[config.mk]
export PLATFORM = sky130hd
export DESIGN_NAME = ae_pipeline_scheduler
export DESIGN_NICKNAME = d
export VERILOG_FILES = /design/src/rtl/ae_pipeline_scheduler.sv
export SDC_FILE = /design/constraint.sdc
export NUM_CORES = 1
export LEC_CHECK = 0
export ABC_AREA = 1
export ABC_CLOCK_PERIOD_IN_PS = 1300
export BUFFER_PORTS_ARGS = -buffer_cell sky130_fd_sc_hd__buf_2
export CORE_MARGIN = 4
export CORE_UTILIZATION = 47
export DETAILED_ROUTE_END_ITERATION = 7
export GPL_TIMING_DRIVEN = 0
export PLACE_DENSITY = 0.73
export SLEW_MARGIN = 40
export SYNTH_ARGS = -nofsm -noshare
export SYNTH_HDL_FRONTEND = slang
export SYNTH_SLANG_ARGS = --single-unit
[constraint.sdc]
create_clock -name general_clk -period 1.3 [get_ports general_clk]
set_input_delay 0.065 -clock general_clk [delete_from_list [all_inputs] [get_ports general_clk]]
set_output_delay 0.065 -clock general_clk [all_outputs]
set_load 0.1 [all_outputs]
[src/rtl/ae_pipeline_scheduler.sv]
// Control sequencer for the 3-stage arithmetic-encoder datapath: symbol valid/ready intake,
// downstream stall, tile start/done framing and a saturating accepted-symbol count.
module ae_pipeline_scheduler #(
  parameter int COUNT_WIDTH = 16
) (
  input  logic                   general_clk,
  input  logic                   reset,
  input  logic                   start,
  input  logic                   in_valid,
  input  logic                   in_last,
  output logic                   in_ready,
  input  logic                   stall,
  output logic                   pipeline_reg_1_2,
  output logic                   pipeline_reg_2_3,
  output logic                   pipeline_reg_final,
  output logic                   mux_start,
  output logic                   state_init,
  output logic                   tile_done,
  output logic [COUNT_WIDTH-1:0] sym_count,
  output logic                   count_ovf
);

  typedef enum logic [2:0] {IDLE, INIT, RUN, DRAIN, DONE} state_t;

  state_t state;
  logic   vld_p1;
  logic   vld_p2;
  logic   active;
  logic   advance;
  logic   fire;

  function automatic logic [COUNT_WIDTH-1:0] sat_inc(input logic [COUNT_WIDTH-1:0] c);
    return (&c) ? c : c + {{(COUNT_WIDTH-1){1'b0}}, 1'b1};
  endfunction

  // The pipeline only moves while a tile is in flight and downstream can take data;
  // reset suppresses every enable so an aborted tile never reaches the final register.
  assign active             = (state == RUN) || (state == DRAIN);
  assign advance            = active && !stall && !reset;
  assign in_ready           = (state == RUN) && !stall && !reset;
  assign fire               = in_valid && in_ready;
  assign pipeline_reg_1_2   = advance;
  assign pipeline_reg_2_3   = advance;
  assign pipeline_reg_final = advance && vld_p2;
  // With a live symbol in stage 3 the previous result is still on the forward path.
  assign mux_start          = !vld_p2;

  always_ff @(posedge general_clk) begin
    if (reset) begin
      state      <= IDLE;
      vld_p1     <= 1'b0;
      vld_p2     <= 1'b0;
      sym_count  <= '0;
      count_ovf  <= 1'b0;
      state_init <= 1'b0;
      tile_done  <= 1'b0;
    end else begin
      state_init <= 1'b0;
      tile_done  <= 1'b0;

      // stage 1 -> stage 2 -> final register valid tracking
      if (advance) begin
        vld_p1 <= fire;
        vld_p2 <= vld_p1;
      end

      if (fire) begin
        sym_count <= sat_inc(sym_count);
        if (&sym_count) count_ovf <= 1'b1;
      end

      case (state)
        IDLE: begin
          if (start) begin
            state      <= INIT;
            state_init <= 1'b1;
            sym_count  <= '0;
            count_ovf  <= 1'b0;
          end
        end
        INIT: state <= RUN;
        RUN: begin
          if (fire && in_last) state <= DRAIN;
        end
        DRAIN: begin
          // Leaving now means stage 1 empties and stage 3 is written on this same edge.
          if (advance && !vld_p1) begin
            state     <= DONE;
            tile_done <= 1'b1;
          end
        end
        DONE:    state <= IDLE;
        default: state <= IDLE;
      endcase
    end
  end

endmodule

# After elaboration in Yosys (flattened, before gate mapping)
# Cells that the tools add are included.
dict set report totals {
  reg_bits 24
  in_bits 6
  out_inout_bits 24
  elab_cells 48
}
dict set report op_classes {
  n_addsub 1
  eq_ne 6
  mux 14
  bitwise 2
  n_reduce_logical 18
}
# op n
set op_table {}
lappend op_table {{16-bit 2-to-1 mux} 4}
lappend op_table {{16-bit by 1-bit adder with 16-bit output, second input constant} 1}
lappend op_table {{16-bit AND reduction} 1}
lappend op_table {{3-bit case mux with 4 select lines} 1}
lappend op_table {{3-bit 2-to-1 mux} 3}
lappend op_table {{1-bit logical AND} 8}
lappend op_table {{3-bit by 2-bit == test with 1-bit output, second input constant} 2}
lappend op_table {{1-bit 2-to-1 mux} 6}
lappend op_table {{1-bit zero test} 4}
lappend op_table {{2-bit by 1-bit != test with 1-bit output, second input constant} 2}
lappend op_table {{2-bit OR reduction} 2}
lappend op_table {{3-bit by 1-bit == test with 1-bit output, second input constant} 1}
lappend op_table {{3-bit zero test} 1}
lappend op_table {{3-bit AND reduction} 1}
lappend op_table {{2-bit != test, second input constant} 1}
lappend op_table {{1-bit inverter} 2}
lappend op_table {{1-bit logical OR} 1}

# Depth between registers and ports, before layout
dict set report logic_depth {
  depth_word 7
  depth_mapped 10
  mapped_depth_nobuf 10
}

# Worst setup path after synthesis
# No wires, ideal clock.
dict set report synth_timing {
  kind {reg-to-output}
  start {register state[2]}
  end {output pipeline_reg_final}
  t_arrival_ns 2.229
  t_required_ns 1.235
  slack_ns -0.994
  path_stages_with_launch 6
  n_path_buf 0
  cell_sequence {dfxtp_1 > inv_2 > nand2_4 > nor2_8 > inv_1 > nor2_1}
}
dict set report synth_between {
  elab_chain_cells 5
  word_cells_on_any_way 6
  classes_between {2 x eq/ne; 4 x reduce/logical}
}
# item line
set synth_lines {}
lappend synth_lines {{start, declared} 25} ;# state_t state;
lappend synth_lines {{start signal, assigned} 50} ;# state <= IDLE;
lappend synth_lines {{start signal, assigned} 75} ;# state <= INIT;
lappend synth_lines {{start signal, assigned} 81} ;# INIT: state <= RUN;
lappend synth_lines {{3-bit by 2-bit == test with 1-bit output} 38} ;# assign active = (state == RUN) || (state == DRAIN);
lappend synth_lines {{1-bit logical OR *} 38}
lappend synth_lines {{1-bit logical AND * (2 in a row)} 39} ;# assign advance = active && !stall && !reset;
lappend synth_lines {{via pipeline_reg_1_2} 13} ;# output logic pipeline_reg_1_2,
lappend synth_lines {{1-bit logical AND *} 44} ;# assign pipeline_reg_final = advance && vld_p2;
lappend synth_lines {{end, declared} 15} ;# output logic pipeline_reg_final,
# Mark *: on every way through the listed nets, which the timed path passes. The rest lies on a longest branch.

# Final worst setup path
dict set report layout_timing {
  start {register sym_count[0]}
  end {register sym_count[1]}
}
dict set report layout_between {
  elab_chain_cells 5
  word_cells_on_any_way 6
  classes_between {1 x add/sub; 4 x mux; 1 x reduce/logical}
}
# item line
set layout_lines {}
lappend layout_lines {{start, declared} 19} ;# output logic [COUNT_WIDTH-1:0] sym_count,
lappend layout_lines {{start signal, assigned} 68} ;# sym_count <= sat_inc(sym_count);
lappend layout_lines {{16-bit by 1-bit adder with 16-bit output / 16-bit AND reduction (equally long branches)} 33} ;# return (&c) ? c : c + {{(COUNT_WIDTH-1){1'b0}}, 1'b1};
lappend layout_lines {{16-bit 2-to-1 mux *} 33}
lappend layout_lines {{16-bit 2-to-1 mux *} 67} ;# if (fire) begin
lappend layout_lines {{16-bit 2-to-1 mux} 74} ;# if (start) begin
lappend layout_lines {{16-bit 2-to-1 mux *} 72} ;# case (state)
# Mark *: on every way between the ends. The rest lies on a longest branch, timed or not.
# A chain may end at the register's enable or synchronous reset.

==> impl_metrics.toml <==
[status]
outcome = "complete, but fails checks"
violations = "negative setup slack"

[final_layout]
final_net_count = 257
stdcell_count = 280
diodes = 0
drive_above_1_share = 0.4498
fin_area_mm2 = 0.001999
final_common_cell = "nand2_1"
nFillCells = 228
mostFrequentLayoutCells = "nand2_1, buf_2, nor2_1"
syn_to_final_growth_pct = 42.42

[detailed_routing]
drc_errors = 0
ant_nets = 0
met3WireLength_um = 134
drt_iter0_drc = 76
wirelength_mm = 3.413
viasPerCell = 5.082
met2_wirelength_mm = 1.591
wl_per_cell_um = 12.19
highest_layer = "met4"
drt_pass1_iterations = 4
wl_met1_mm = 1.639
vias = 1423

[global_routing]
antenna_found_initial = 0
grt_max_degree = 15
first_global_vias = 1387
grtUsageTotal = 0.1821
grt_overflow = 0
grt_pass1_wl_mm = 5.968

[place]
place_inst = 262
hpwl_mm = 2.320
post_dp_cell_area_mm2 = 0.001680
io_buffers = 29
routabilityCongestion = 0.7955

[clock_tree]
cts_sinks = 24
clock_path_buffers = 2
cts_tree = "done"
root_buffer = "clkbuf_4"
htree_levels = 1
cts_inserted_buffers = 3
path_clk_slew_ns = 0.13
insertion_delay_ns = 0.32

[timing]
slew_headroom = 0.6754
timing.final.crit_share = 1.059
rsz0062_at_grt = "yes"
setup_slack_ns = -0.07638
slew_violations = 0
max_freq_mhz = 726.5
hold_viol_final = 0
tightest_slew_ns = 0.4903
fin_skew_ns = 0.004208
finalSetupViolCount = 17
period_minus_slack_ns = 1.376

[synth]
ys_types = 32
syn_area_per_cell_um2 = 6.950
yosys_warnings = 0
synth_seq_cells = 24
ys.flop_type = "dfxtp_1"
seq_area_frac_synth = 0.3422
netlist_area_mm2 = 0.001404
synth_edf_count = 0
synth_fp_nets = 209
async_flop_share = 0
syn_inst = 202

[pwr]
power.density_mw_per_mm2 = 1113
p_leak_nw = 0.8956
max-vdd-ir-drop_mv = 1.030

[setup_path]
critPathKind = "reg -> reg"
crit_fanout = 7
cp_slowest_stage_delay_ns = 0.40
cp.arrival_ns = 1.60
critPathCaptureType = "flip-flop"
worstPathCellList = "ha_4 -> inv_2 -> nor2_4 -> nand2_4 -> clkinv_4 -> nand3_4 -> nand2_8 -> inv_6 -> nor2_2 -> nor2_1"
start_kind = "flip-flop"
cp_data_required_time_ns = 1.53
cp_slowest_cell = "dfxtp_4"

[die]
start_util = 0.5004
die_h_um = 62.65
ios = 30
coreArea_mm2 = 0.002805
die_w_um = 62.65
placementRows = 19
die_area_mm2 = 0.003925

[flow_run]
cap_violations = 0

[hold_path]
hold_class = "in -> reg"
-- stage by stage --
stage	utilization	hold WS [ns]	TNS [ns]	setup slack, ns	total power, mW
after floorplan	-	0.1341	-3.962	-0.2637	1.503
after global placement	0.5990	0.2841	-1.370	-0.1519	1.620
after detailed placement	0.5990	0.2834	-1.378	-0.1527	1.625
after CTS	0.6949	0.04929	-1.089	-0.09704	2.218
after global routing	0.7128	0.08225	-2.425	-0.1647	2.357
final	0.7128	0.05521	-0.9295	-0.07638	2.226
-- metal layers --
metal / GRT usage / vias up
met4: 0.07163 / 0
met5: 0 / -
li1: - / 725
met2: 0.2823 / 35
met1: 0.2525 / 658
met3: 0.02698 / 5
-- cells by family after synthesis --
logic type               after synthesis  share of synthesized area
AO/OA/AOI/OAI                         23                    0.09358
XOR/XNOR                               5                    0.03119
buffers and inverters                 36                     0.1078
flip-flops                            24                     0.3422
AND/OR/NAND/NOR                      113                     0.4162
adder cells (fa/ha/maj)                1                   0.008911
-- Yosys cell counts (2+ instances only) --
master    count  share of area
nand2_4       4          0.032
inv_1        27          0.072
a21oi_2       2          0.012
dfxtp_1      24           0.34
xor2_1        4          0.025
nor2_8        2          0.029
nand4_1       6          0.027
nand2_1      46           0.12
nor2_1       27          0.072
nand2_2       2         0.0089
nand3_1      15          0.053
o21ai_1       2         0.0071
nor2_2        4          0.018
o21bai_1      2          0.011
o21ai_0       7          0.025
a21oi_1       9          0.032
inv_2         4          0.011
-- registers in the layout, indices dropped and copies added (netlist names) --
signal      count
sym_count      16
state           3
count_ovf       1
state_init      1
tile_done       1
vld_p1          1
vld_p2          1
-- what timing repair did --
item | 4_1_cts | 5_1_grt
hold endpoints to repair | 2 | 0
pin swaps | 8 | 15
endpoints found under the setup margin | 20 | 25
buffers inserted | 11 | 3
resized for setup | 34 | 11
hold buffers | 1 | 0
-- cell type report --
cell class | instances | area (µm²) | area share
flip-flops and latches | 24 | 543.0 | 0.2716
repair buffers | 43 | 317.8 | 0.1589
multi-input cells | 142 | 880.8 | 0.4406
well taps | 31 | 38.79 | 0.01940
clock buffers | 4 | 47.55 | 0.02378
inverters | 33 | 145.1 | 0.07259
plain buffers | 3 | 26.28 | 0.01314
-- final timing paths --
kind	from	endpoint	slack (ns)	cells after the start
worst max register to register	sym_count[0]	sym_count[1]	-0.08	10
worst min register to register	vld_p1	vld_p1	0.50	2
worst min-delay path	start	state_init	0.06	3
worst max-delay path	sym_count[0]	sym_count[1]	-0.08	10
-- critical path, delay by kind of cell, from the launching register on --
kind	cells	cell delay (ns)
adders and majority gates	1	0.14
buffers and inverters	3	0.15
and+or+nand+nor	6	0.60
DFF	1	0.40
-- power breakdown --
part | switching, mW | internal (mW)
Clock | 0.227 | 0.235
Sequential | 0.0559 | 0.773
Combinational | 0.654 | 0.281
Total | 0.937 | 1.29
Power figures use the tool's default switching activity.
